### config.mk
export PLATFORM = sky130hd
export DESIGN_NAME = boot_copier
export DESIGN_NICKNAME = d
export VERILOG_FILES = /design/src/rtl/boot_copier_pkg.sv /design/src/rtl/boot_copier_wait_timer.sv /design/src/rtl/boot_copier.sv
export SDC_FILE = /design/constraint.sdc
export NUM_CORES = 1
export LEC_CHECK = 0
export CORE_ASPECT_RATIO = 0.5
export CORE_MARGIN = 8
export CORE_UTILIZATION = 25
export DETAILED_ROUTE_END_ITERATION = 6
export PLACE_DENSITY = 0.55
export SLEW_MARGIN = 20
export SYNTH_ARGS = -nofsm -noshare
export SYNTH_HDL_FRONTEND = slang
export SYNTH_SLANG_ARGS = --single-unit
### constraint.sdc
create_clock -name i_clk -period 9.25 [get_ports i_clk]
set_input_delay 1.3875 -clock i_clk [delete_from_list [all_inputs] [get_ports i_clk]]
set_output_delay 1.3875 -clock i_clk [all_outputs]
set_load 0.02 [all_outputs]
### src/rtl/boot_copier_pkg.sv
// Shared constants for the boot image copier: state codes, byte-lane mask,
// default image bases and the word address helper.
package boot_copier_pkg;

  localparam int unsigned TEXT_BITS = 32;
  localparam logic [TEXT_BITS-1:0] DEFAULT_SRC_BASE = 32'h0000_0000;
  localparam logic [TEXT_BITS-1:0] DEFAULT_DST_BASE = 32'h0000_0000;

  localparam logic [3:0] PM_BYTE_ALL = 4'b1111;

  localparam logic [2:0] ST_IDLE  = 3'd0;
  localparam logic [2:0] ST_REQ   = 3'd1;
  localparam logic [2:0] ST_WAIT  = 3'd2;
  localparam logic [2:0] ST_WRITE = 3'd3;
  localparam logic [2:0] ST_DONE  = 3'd4;
  localparam logic [2:0] ST_ERR   = 3'd5;

  // Byte address of word idx; wraps silently at 2^32.
  function automatic logic [TEXT_BITS-1:0] word_addr(input logic [TEXT_BITS-1:0] base,
                                                     input logic [15:0] idx);
    return base + {14'd0, idx, 2'b00};
  endfunction

endpackage

### src/rtl/boot_copier_wait_timer.sv
// Per-word flash wait counter; expired flags the last permitted wait cycle.
module boot_copier_wait_timer #(
  parameter int unsigned TIMEOUT_CYCLES = 4096
) (
  input  logic i_clk,
  input  logic i_reset,
  input  logic i_clear,
  input  logic i_enable,
  output logic o_expired
);

  localparam int unsigned W = (TIMEOUT_CYCLES > 1) ? $clog2(TIMEOUT_CYCLES) : 1;
  localparam logic [W-1:0] LIMIT = W'(TIMEOUT_CYCLES - 1);

  logic [W-1:0] r_count;

  always_ff @(posedge i_clk or posedge i_reset) begin
    if (i_reset) begin
      r_count <= '0;
    end else if (i_clear) begin
      r_count <= '0;
    end else if (i_enable && (r_count != LIMIT)) begin
      r_count <= r_count + W'(1);
    end
  end

  assign o_expired = (r_count == LIMIT);

endmodule

### src/rtl/boot_copier.sv
// Boot-time image loader: copies WORDS flash words into program memory while
// holding the CPU off the bus, with running checksum and sticky timeout error.
module boot_copier
  import boot_copier_pkg::*;
#(
  parameter logic [31:0] SRC_BASE       = DEFAULT_SRC_BASE,
  parameter logic [31:0] DST_BASE       = DEFAULT_DST_BASE,
  parameter int unsigned WORDS          = 1024,
  parameter int unsigned TIMEOUT_CYCLES = 4096,
  parameter bit          AUTO_START     = 1'b1
) (
  input  logic        i_clk,
  input  logic        i_reset,
  input  logic        i_start,
  output logic        o_flash_ren,
  output logic [31:0] o_flash_addr,
  input  logic [31:0] i_flash_data,
  input  logic        i_flash_ready,
  output logic        o_pm_wen,
  output logic [31:0] o_pm_addr,
  output logic [31:0] o_pm_data,
  output logic [3:0]  o_pm_byte_select,
  output logic        o_cpu_hold,
  output logic        o_busy,
  output logic        o_done,
  output logic        o_error,
  output logic [15:0] o_words_copied,
  output logic [31:0] o_checksum
);

  // state | meaning
  // IDLE  | no copy pending, bus released
  // REQ   | issue flash read for current index
  // WAIT  | wait for flash_ready, timeout armed
  // WRITE | write latched word, advance index
  // DONE  | image complete, CPU released
  // ERR   | flash timeout, CPU kept on hold

  localparam logic [15:0] LAST_INDEX = 16'(WORDS - 1);

  logic [2:0]  r_state;
  logic [15:0] r_index;
  logic        r_flash_ren;
  logic [31:0] r_flash_addr;
  logic        r_pm_wen;
  logic [31:0] r_pm_addr;
  logic [31:0] r_pm_data;
  logic        r_cpu_hold;
  logic        r_busy;
  logic        r_done;
  logic        r_error;
  logic [15:0] r_words_copied;
  logic [31:0] r_checksum;

  logic w_timer_clear;
  logic w_timer_enable;
  logic w_timer_expired;

  assign w_timer_clear  = (r_state == ST_REQ);
  assign w_timer_enable = (r_state == ST_WAIT) && !i_flash_ready;

  boot_copier_wait_timer #(
    .TIMEOUT_CYCLES(TIMEOUT_CYCLES)
  ) u_wait_timer (
    .i_clk    (i_clk),
    .i_reset  (i_reset),
    .i_clear  (w_timer_clear),
    .i_enable (w_timer_enable),
    .o_expired(w_timer_expired)
  );

  always_ff @(posedge i_clk or posedge i_reset) begin
    if (i_reset) begin
      r_state        <= AUTO_START ? ST_REQ : ST_IDLE;
      r_index        <= '0;
      r_flash_ren    <= 1'b0;
      r_flash_addr   <= '0;
      r_pm_wen       <= 1'b0;
      r_pm_addr      <= '0;
      r_pm_data      <= '0;
      r_cpu_hold     <= AUTO_START;
      r_busy         <= AUTO_START;
      r_done         <= 1'b0;
      r_error        <= 1'b0;
      r_words_copied <= '0;
      r_checksum     <= '0;
    end else begin
      r_flash_ren <= 1'b0;
      r_pm_wen    <= 1'b0;
      case (r_state)
        ST_IDLE, ST_DONE, ST_ERR: begin
          if (i_start) begin
            r_index        <= '0;
            r_words_copied <= '0;
            r_checksum     <= '0;
            r_done         <= 1'b0;
            r_error        <= 1'b0;
            r_busy         <= 1'b1;
            r_cpu_hold     <= 1'b1;
            r_state        <= ST_REQ;
          end else if (r_state == ST_DONE) begin
            // Released one cycle after the final write strobe.
            r_done     <= 1'b1;
            r_busy     <= 1'b0;
            r_cpu_hold <= 1'b0;
          end
        end
        ST_REQ: begin
          r_flash_ren  <= 1'b1;
          r_flash_addr <= word_addr(SRC_BASE, r_index);
          r_state      <= ST_WAIT;
        end
        ST_WAIT: begin
          if (i_flash_ready) begin
            r_pm_data <= i_flash_data;
            r_state   <= ST_WRITE;
          end else if (w_timer_expired) begin
            // cpu_hold stays high so a partial image never runs.
            r_error <= 1'b1;
            r_busy  <= 1'b0;
            r_state <= ST_ERR;
          end
        end
        ST_WRITE: begin
          r_pm_wen       <= 1'b1;
          r_pm_addr      <= word_addr(DST_BASE, r_index);
          r_checksum     <= r_checksum + r_pm_data;
          r_words_copied <= r_words_copied + 16'd1;
          if (r_index == LAST_INDEX) begin
            r_state <= ST_DONE;
          end else begin
            r_index <= r_index + 16'd1;
            r_state <= ST_REQ;
          end
        end
        default: r_state <= ST_IDLE;
      endcase
    end
  end

  assign o_flash_ren      = r_flash_ren;
  assign o_flash_addr     = r_flash_addr;
  assign o_pm_wen         = r_pm_wen;
  assign o_pm_addr        = r_pm_addr;
  assign o_pm_data        = r_pm_data;
  assign o_pm_byte_select = PM_BYTE_ALL;
  assign o_cpu_hold       = r_cpu_hold;
  assign o_busy           = r_busy;
  assign o_done           = r_done;
  assign o_error          = r_error;
  assign o_words_copied   = r_words_copied;
  assign o_checksum       = r_checksum;

endmodule

==> Yosys cells after proc, flatten, opt, wreduce, memory -nomap -nowiden <==
Cells that the tools add are included.
{ "word_totals": {"wordCells": 74, "input_bits": 36, "ff_bits": 149, "output_inout_bits": 154} }
{ "op_classes": {"eq_ne": 14, "add_sub_neg": 4, "reduce_logical": 16, "muxes": 26} }
{ "ops": {"columns": ["op", "n"], "rows": [
  ["16-bit one-hot mux with 2 select lines", 2],
  ["32-bit one-hot mux with 2 select lines", 1],
  ["16-bit by 1-bit adder with 16-bit output (second input constant)", 2],
  ["32-bit adder", 1],
  ["16-bit two-way mux", 2],
  ["32-bit two-way mux", 1],
  ["12-bit two-way mux", 2],
  ["16-bit by 10-bit equality test with 1-bit output (second input constant)", 1],
  ["12-bit by 1-bit adder with 12-bit output (second input constant)", 1],
  ["12-bit equality test (second input constant)", 1],
  ["3-bit two-way mux", 4],
  ["12-bit inequality test (second input constant)", 1],
  ["3-bit one-hot mux with 4 select lines", 1],
  ["1-bit two-way mux", 11],
  ["2-bit AND reduction", 4],
  ["4-bit AND reduction", 2],
  ["2-bit nonzero test", 4],
  ["3-bit by 2-bit equality test with 1-bit output (second input constant)", 2],
  ["3-bit equality test (second input constant)", 2],
  ["2-bit inequality test (second input constant)", 3],
  ["1-bit one-hot mux with 2 select lines", 2],
  ["3-bit by 1-bit equality test with 1-bit output (second input constant)", 1],
  ["3-bit zero test", 1],
  ["3-bit by 2-bit inequality test with 1-bit output (second input constant)", 1],
  ["6 further kinds", 7]
]} }

==> Depth between registers and ports, before layout <==
Gate-level depths: netlist of run 1.
{ "depth": {"depth_word": 5, "ltp_mapped": 11, "depth_no_buf": 11} }

==> Cells and area by module <==
Synthesis of run 1 repeated with hierarchy kept, for this count alone.
{ "hier_totals": {"hier_cells": 832, "hier_area_um2": 8054.0} }
{ "modules_own_cells": {"columns": ["module", "cells_per_inst", "seq_area_each_um2", "n_inst", "area_each_um2"], "rows": [
  ["boot_copier", 758, 3432.0, 1, 7343.3],
  ["boot_copier_wait_timer", 74, 300.3, 1, 710.7]
]} }

==> Least setup slack after synthesis of run 1 <==
Ideal clock, no wire load.
{ "synth_timing": {"kind": "input to register", "from": "in i_start", "to": "reg r_checksum[14] (netlist: o_checksum[14])", "required_time_ns": 9.155, "arrival_ns": 2.728, "path_stages": 8, "path_buffers": 4, "path_slack_ns": 6.426, "setup_ns": 0.095, "path_cell_list": "clkbuf_1 > and3_1 > clkbuf_1 > nor2_1 > clkbuf_1 > buf_1 > nand2_1 > o31ai_1"} }
{ "synth_via": {"elab_chain_cells": 2} }
{ "synth_lines": {"columns": ["item", "line", "rtl"], "rows": [
  ["start, declared", "boot_copier.sv:14", "input logic i_start,"],
  ["2-bit inequality test (no line)", null, null],
  ["2-bit AND reduction (no line)", null, null],
  ["end signal, assigned", "boot_copier.sv:127", "r_checksum <= r_checksum + r_pm_data;"],
  ["end, declared", "boot_copier.sv:53", "logic [31:0] r_checksum;"]
]} }
Every way passes these cells.
A chain may end at the register's enable or synchronous reset.

==> Worst setup path in the final report of run 1 <==
{ "layout_timing": {"from": "in i_start", "to": "reg r_checksum[27] (netlist: o_checksum[27])"} }
Same word-level chain as after synthesis.

==> results of run 1 <==
-- cell type report --
| class | count | share of cell area [%] |
|---|---|---|
| Clock buffer | 18 | 4.178 |
| Multi-Input combinational cell | 625 | 37.92 |
| Tap cell | 432 | 5.142 |
| Inverter | 13 | 0.5118 |
| Clock inverter | 14 | 1.750 |
| Timing Repair Buffer | 159 | 15.00 |
| Sequential cell | 149 | 35.50 |
-- metal layers --
layer  vias to the layer above  wire length, um  share of wire, %
li1                       3114                -                 -
met1                      3135             8926                40
met2                       103            11930                54
met3                        23              747               3.4
met4                         0              454               2.1
met5                         -                0                 0
-- tightest hold or removal path: stages (launching register included) --
cell     delay (ps)
dfrtp_1         340
nand2_1          50
nand2_1          60
-- layout by cell type (no fill, tap or decap), types with 4 or more instances in the layout --
master           synthesis  routed
a21o_1                  12      12
a21oi_1                 46      46
a22o_1                   4       4
and3_1                   8       8
buf_4                   37       6
clkbuf_16                0      17
clkdlybuf4s50_1          0     153
conb_1                   2      36
dfrtp_1                146     146
ha_1                    34      34
inv_1                   13      12
inv_6                    0       4
inv_8                    0       5
mux2_2                  49      49
mux2i_1                 10      10
nand2_1                133     132
nand2b_1                 7       7
nand3_1                 23      23
nand4_1                 15      15
nor2_1                  54      52
nor2b_1                  6       6
nor3_1                  10      10
o211ai_1                 6       6
o21a_1                   6       6
o21ai_0                 48      48
o21ai_1                 15      15
o31ai_1                  5       5
or3_1                    9       9
xnor2_1                 16      16
xor2_1                  24      24
-- final timing paths --
check                                          from                            to  slack, ps  depth (start not counted)
hold / removal             o_pm_addr[7]$_DFFE_PP0P_      o_pm_addr[7]$_DFFE_PP0P_        480                          2
min in group asynchronous                   i_reset     o_checksum[6]$_DFFE_PP0P_       1490                          2
max in group asynchronous                   i_reset  o_flash_addr[12]$_DFFE_PP0P_       6390                          3
setup reg to reg             r_state[1]$_DFFE_PP0P_       r_index[15]$_DFFE_PP0P_       6330                         11
hold reg to reg            o_pm_addr[7]$_DFFE_PP0P_      o_pm_addr[7]$_DFFE_PP0P_        480                          2
setup / recovery                            i_start    o_checksum[27]$_DFFE_PP0P_       5830                          6
-- registers in the layout (all words and copies together), names as in the netlist --
name                  cells
o_checksum               32
r_state                   3
u_wait_timer.r_count     12
o_error                   1
o_pm_addr                16
o_words_copied           16
o_pm_data                32
o_cpu_hold                1
o_flash_ren               1
o_done                    1
o_pm_wen                  1
o_busy                    1
r_index                  16
o_flash_addr             16
-- cell families (layout without fill, tap and decap cells) --
family	after synthesis	in the layout	share of synthesized area (%)
and+or+nand+nor	280	280	15.73
AOI/OAI and AO/OA	175	175	14.00
DFF	149	149	46.41
buffers and inverters	80	204	5.772
muxes	59	59	8.105
xor gates and xnor gates	40	40	4.356
adders and majority gates	35	35	5.538
other	2	36	0.09338
-- power breakdown --
part / total [mW] / leakage, nW / internal [mW] / switching, mW
combinational: 1.78 / 2.34 / 0.771 / 1.01
clock: 0.733 / 0.304 / 0.420 / 0.313
sequential: 0.991 / 1.95 / 0.825 / 0.166
total: 3.50 / 4.59 / 2.02 / 1.48
-- through the flow --
stage                     cells  util (%)
final                      1410     33.21
after global routing       1410     33.21
after CTS                  1410     33.21
after detailed placement   1378     31.24
after global placement     1378     31.24
after floorplan             854         -
==> qor.csv, run 1 <==
metric;value;unit
Fillers;3204;
Critical Path RT;9600;ps
root buf cell;clkbuf_16;
Top FF cell, synth;dfrtp_1;
number of flops mapped to enable cells by yosys;0;
clk_lat worst skew;430;ps
sequential area share after synthesis;46.41;%
all-layer global routing usage;11.32;%
Leak Pwr;4.594;nW
via count;6375;
setup bufs post-CTS;0;
ANT nets after route;0;
Max Slew Vio Count;0;
area growth from synthesis to layout;30.71;%
Hold-fix buffers, CTS;0;
GRT met1 Usage;12.60;%
Die W;269.7;um
Yosys top cell area share;45.43;%
PnR Total Power;3.500;mW
Post-Syn Area;8043;sq um
total congestion overflow;0;
layout cell share with drive strength beyond 1;11.25;%
Slew HR;44.04;%
CP max stage delay;770;ps
Top Ports;190;
Post-route DRC;0;
initial antenna violation count;0;
# H-tree levels;4;
HP Class;reg2reg;
PortBufs;153;
CP endpoint kind;register;
Inserted Clock Buffers;17;
Worst Skew;10.60;ps
M3 GR Usage;2.587;%
Commonest cells post-synth;dfrtp_1 (146), nand2_1 (133), nor2_1 (54);
FF+latch area;3732;sq um
footprint of the multi-input gates;3986;sq um
critical path peak fanout;21;
critical path's top delay family;simple AND/OR/NAND/NOR gates;
top cells by area, synth;dfrtp_1 (45%), mux2_2 (6.9%), nand2_1 (6.2%);
largest area contributor in the netlist;dfrtp_1;
most common cell in the netlist;dfrtp_1;
Setup TNS;0;ps
Hold Slack;480.3;ps
Crit path arrival time;3760;ps
Worst-path clk slew;70;ps
Final Instance Area;10510;sq um
PwrDens;333.0;nW/um^2
CP max stage cell;nor2_2;
Yosys reg bits;149;
per-cell routed wire length;15.64;um
Max Fclk;292.7;MHz
initial core utilization;25.41;%
TritonCTS clock tree;yes;
max-cap violations;0;
CTS Buffer Depth;2;
first-pass GRT wire length;35.38;mm
Worst setup SP type;primary input;
final wirelength;22.06;mm
core area;31660;sq um
unrepaired setup endpoints after global routing;no;
Initial DRC Count;367;
Synth cell types;64;
FFs w/ async S/R, synth;100.0;%
Mean Syn Cell Area;9.808;sq um
Post-CTS Resized;0;
routability cong.;0.7484;
hpwl dp;16.34;mm
via-per-instance ratio;4.521;
Mapped Cells;820;
status;finished clean;
YS warnings;0;
CTS sink cnt;149;
FP Rows;46;
Post-Place Cell Area;9889;sq um
largest net degree at the start of global routing;91;
vias in the first global route;6442;
actual slew at the worst max-slew pin;839.5;ps
critical path, cell by cell;clkdlybuf4s50_1 > and3_1 > nor2_2 > buf_4 > nand2_1 > o21ai_1;
die area;38510;sq um
die height;142.8;um
crit path kind;in2reg;
Final WS setup;5834;ps
maximum VDD drop;0.0001206;V
Buf+Inv Stages, Crit Path;2;
met2 Resource Use GR;21.19;%
Final Setup Violations;0;
Final #Nets;1036;
first drt pass iteration count;5;
Tmin final;3416;ps
fin crit share;36.94;%
busiest layer in global routing;met2;
ANT cells;0;
pre-CTS WS;5387;ps
Hold Vio Cnt, Final;0;
Power figures use the tool's default switching activity.
==> run 2, diff against run 1 <==
--- a/config.mk
+++ b/config.mk
@@ -9,7 +9,7 @@
 export CORE_MARGIN = 8
 export CORE_UTILIZATION = 25
 export DETAILED_ROUTE_END_ITERATION = 6
-export PLACE_DENSITY = 0.55
+export PLACE_DENSITY = 0.56
 export SLEW_MARGIN = 20
 export SYNTH_ARGS = -nofsm -noshare
 export SYNTH_HDL_FRONTEND = slang
==> constraint.sdc (replaced) <==
create_clock -name i_clk -period 2.9 [get_ports i_clk]
set_input_delay 0.435 -clock i_clk [delete_from_list [all_inputs] [get_ports i_clk]]
set_output_delay 0.435 -clock i_clk [all_outputs]
set_load 0.02 [all_outputs]
==> run 2 against run 1 <==
- die area unchanged
- power rose to 3.2 times the previous value
- register-to-register slack lost 6100 ps
- clock-buffer cell count increased by 1
- first-iteration DRC count shrank 4.1%
- largest power group unchanged
==> qor.csv, run 2 (same netlist as run 1, synthesis figures left out) <==
metric;value;unit
status;finished clean;
Worst-path clk slew;70;ps
most frequent cells in the layout;clkdlybuf4s50_1 (153), dfrtp_1 (146), nand2_1 (132);
Final Instance Area;10580;sq um
TritonCTS clock tree;yes;
Top Ports;190;
Post-Place Cell Area;9948;sq um
Final #Nets;1040;
clk_lat worst skew;440;ps
Setup TNS;0;ps
Max Slew Vio Count;0;
ANT cells;0;
first drt pass iteration count;4;
actual slew at the worst max-slew pin;838.6;ps
CP endpoint kind;register;
initial antenna violation count;0;
Critical Path RT;3240;ps
fin crit share;93.47;%
first-pass GRT wire length;35.63;mm
die height;142.8;um
per-cell routed wire length;15.82;um
Post-route DRC;0;
layout cell share with drive strength beyond 1;11.62;%
Final Setup Violations;0;
Worst setup SP type;register;
critical path peak fanout;4;
# H-tree levels;4;
core area;31660;sq um
maximum VDD drop;0.0004237;V
PwrDens;1065;nW/um^2
CTS Buffer Depth;2;
Worst Skew;15.46;ps
total congestion overflow;0;
die area;38510;sq um
Slew HR;44.09;%
area growth from synthesis to layout;31.49;%
routability cong.;0.7919;
unrepaired setup endpoints after global routing;no;
max-cap violations;0;
Crit path arrival time;3050;ps
most common cell after layout, fill and taps aside;clkdlybuf4s50_1;
HP Class;reg2reg;
largest net degree at the start of global routing;150;
final wirelength;22.36;mm
crit path kind;reg2reg;
via-per-instance ratio;4.522;
vias in the first global route;6574;
ANT nets after route;0;
Leak Pwr;4.608;nW
hpwl dp;16.24;mm
Tmin final;2711;ps
initial core utilization;25.41;%
all-layer global routing usage;11.42;%
Initial DRC Count;352;
PortBufs;153;
Max Fclk;368.9;MHz
CTS sink cnt;149;
via count;6389;
root buf cell;clkbuf_16;
Die W;269.7;um
FP Rows;46;
Hold Vio Cnt, Final;0;
Inserted Clock Buffers;17;
## run 2: cell types whose count changed in the layout (fill, tap and decap cells not counted), sizes merged
| cell | delta |
|---|---|
| bufinv | +1 |
| clkinvlp | +2 |
| clkbuf | +1 |
| inv | -5 |
| buf | +4 |
## run 2: worst max-delay path: stages, from the launching register on
cell and delay (ps):
dfrtp_1 400, ha_1 350, o211ai_1 320, a21oi_2 140, a2111oi_4 470, a21oi_2 170
o211ai_2 250, and2_4 210, o21ai_2 70, o311ai_2 250
## run 2: cell type report
type / instances / area, sq um
clock inverters: 12 / 168.9
multi-input cells: 625 / 4006
fillers: 3251 / 21080
well taps: 432 / 540.5
repair buffers: 163 / 1632
inverters: 13 / 52.55
flip-flops and latches: 149 / 3732
clock buffers: 19 / 442.9
## run 2: metal layers
layer / GRT usage, % / part of all wire (%) / vias up
li1: - / - / 3108
met1: 12.85 / 40 / 3159
met2: 21.36 / 54 / 96
met3: 2.504 / 3.2 / 26
met4: 3.921 / 2.0 / 0
met5: 0 / 0 / -
## run 2: path summary, 6_finish.rpt
kind	startpoint	to	slack (ps)	cells past startpoint
hold / removal	o_pm_addr[5]$_DFFE_PP0P_	o_pm_addr[5]$_DFFE_PP0P_	490	2
max in group asynchronous	i_reset	r_index[4]$_DFFE_PP0P_	1690	3
min in group asynchronous	i_reset	o_pm_data[8]$_DFFE_PP0P_	590	3
setup / recovery	o_pm_data[5]$_DFFE_PP0P_	o_checksum[31]$_DFFE_PP0P_	190	9
hold reg to reg	o_pm_addr[5]$_DFFE_PP0P_	o_pm_addr[5]$_DFFE_PP0P_	490	2
setup reg to reg	o_pm_data[5]$_DFFE_PP0P_	o_checksum[31]$_DFFE_PP0P_	190	9
## run 2: timing repair
action	CTS	global route
buffers inserted	0	0
hold buffers	0	0
gates resized for setup	0	3
endpoints found under the setup margin	0	2
hold endpoints to repair	0	0
## run 2: metrics by stage
step	setup slack, ps	utilization, %	hold slack, ps	total power, mW	std cells
after floorplan	339.0	-	486.3	6.994	854
after global placement	198.3	31.41	460.5	8.878	1382
after detailed placement	146.0	31.43	472.5	8.992	1382
after CTS	122.9	33.36	487.8	11.39	1413
after global routing	24.09	33.41	503.8	12.06	1413
final	189.5	33.41	487.9	11.26	1413
## run 2: report_power, final
group / switching [mW] / internal, mW / total, mW
sequential: 0.537 / 2.63 / 3.17
combinational: 3.27 / 2.50 / 5.77
clock: 0.938 / 1.39 / 2.33
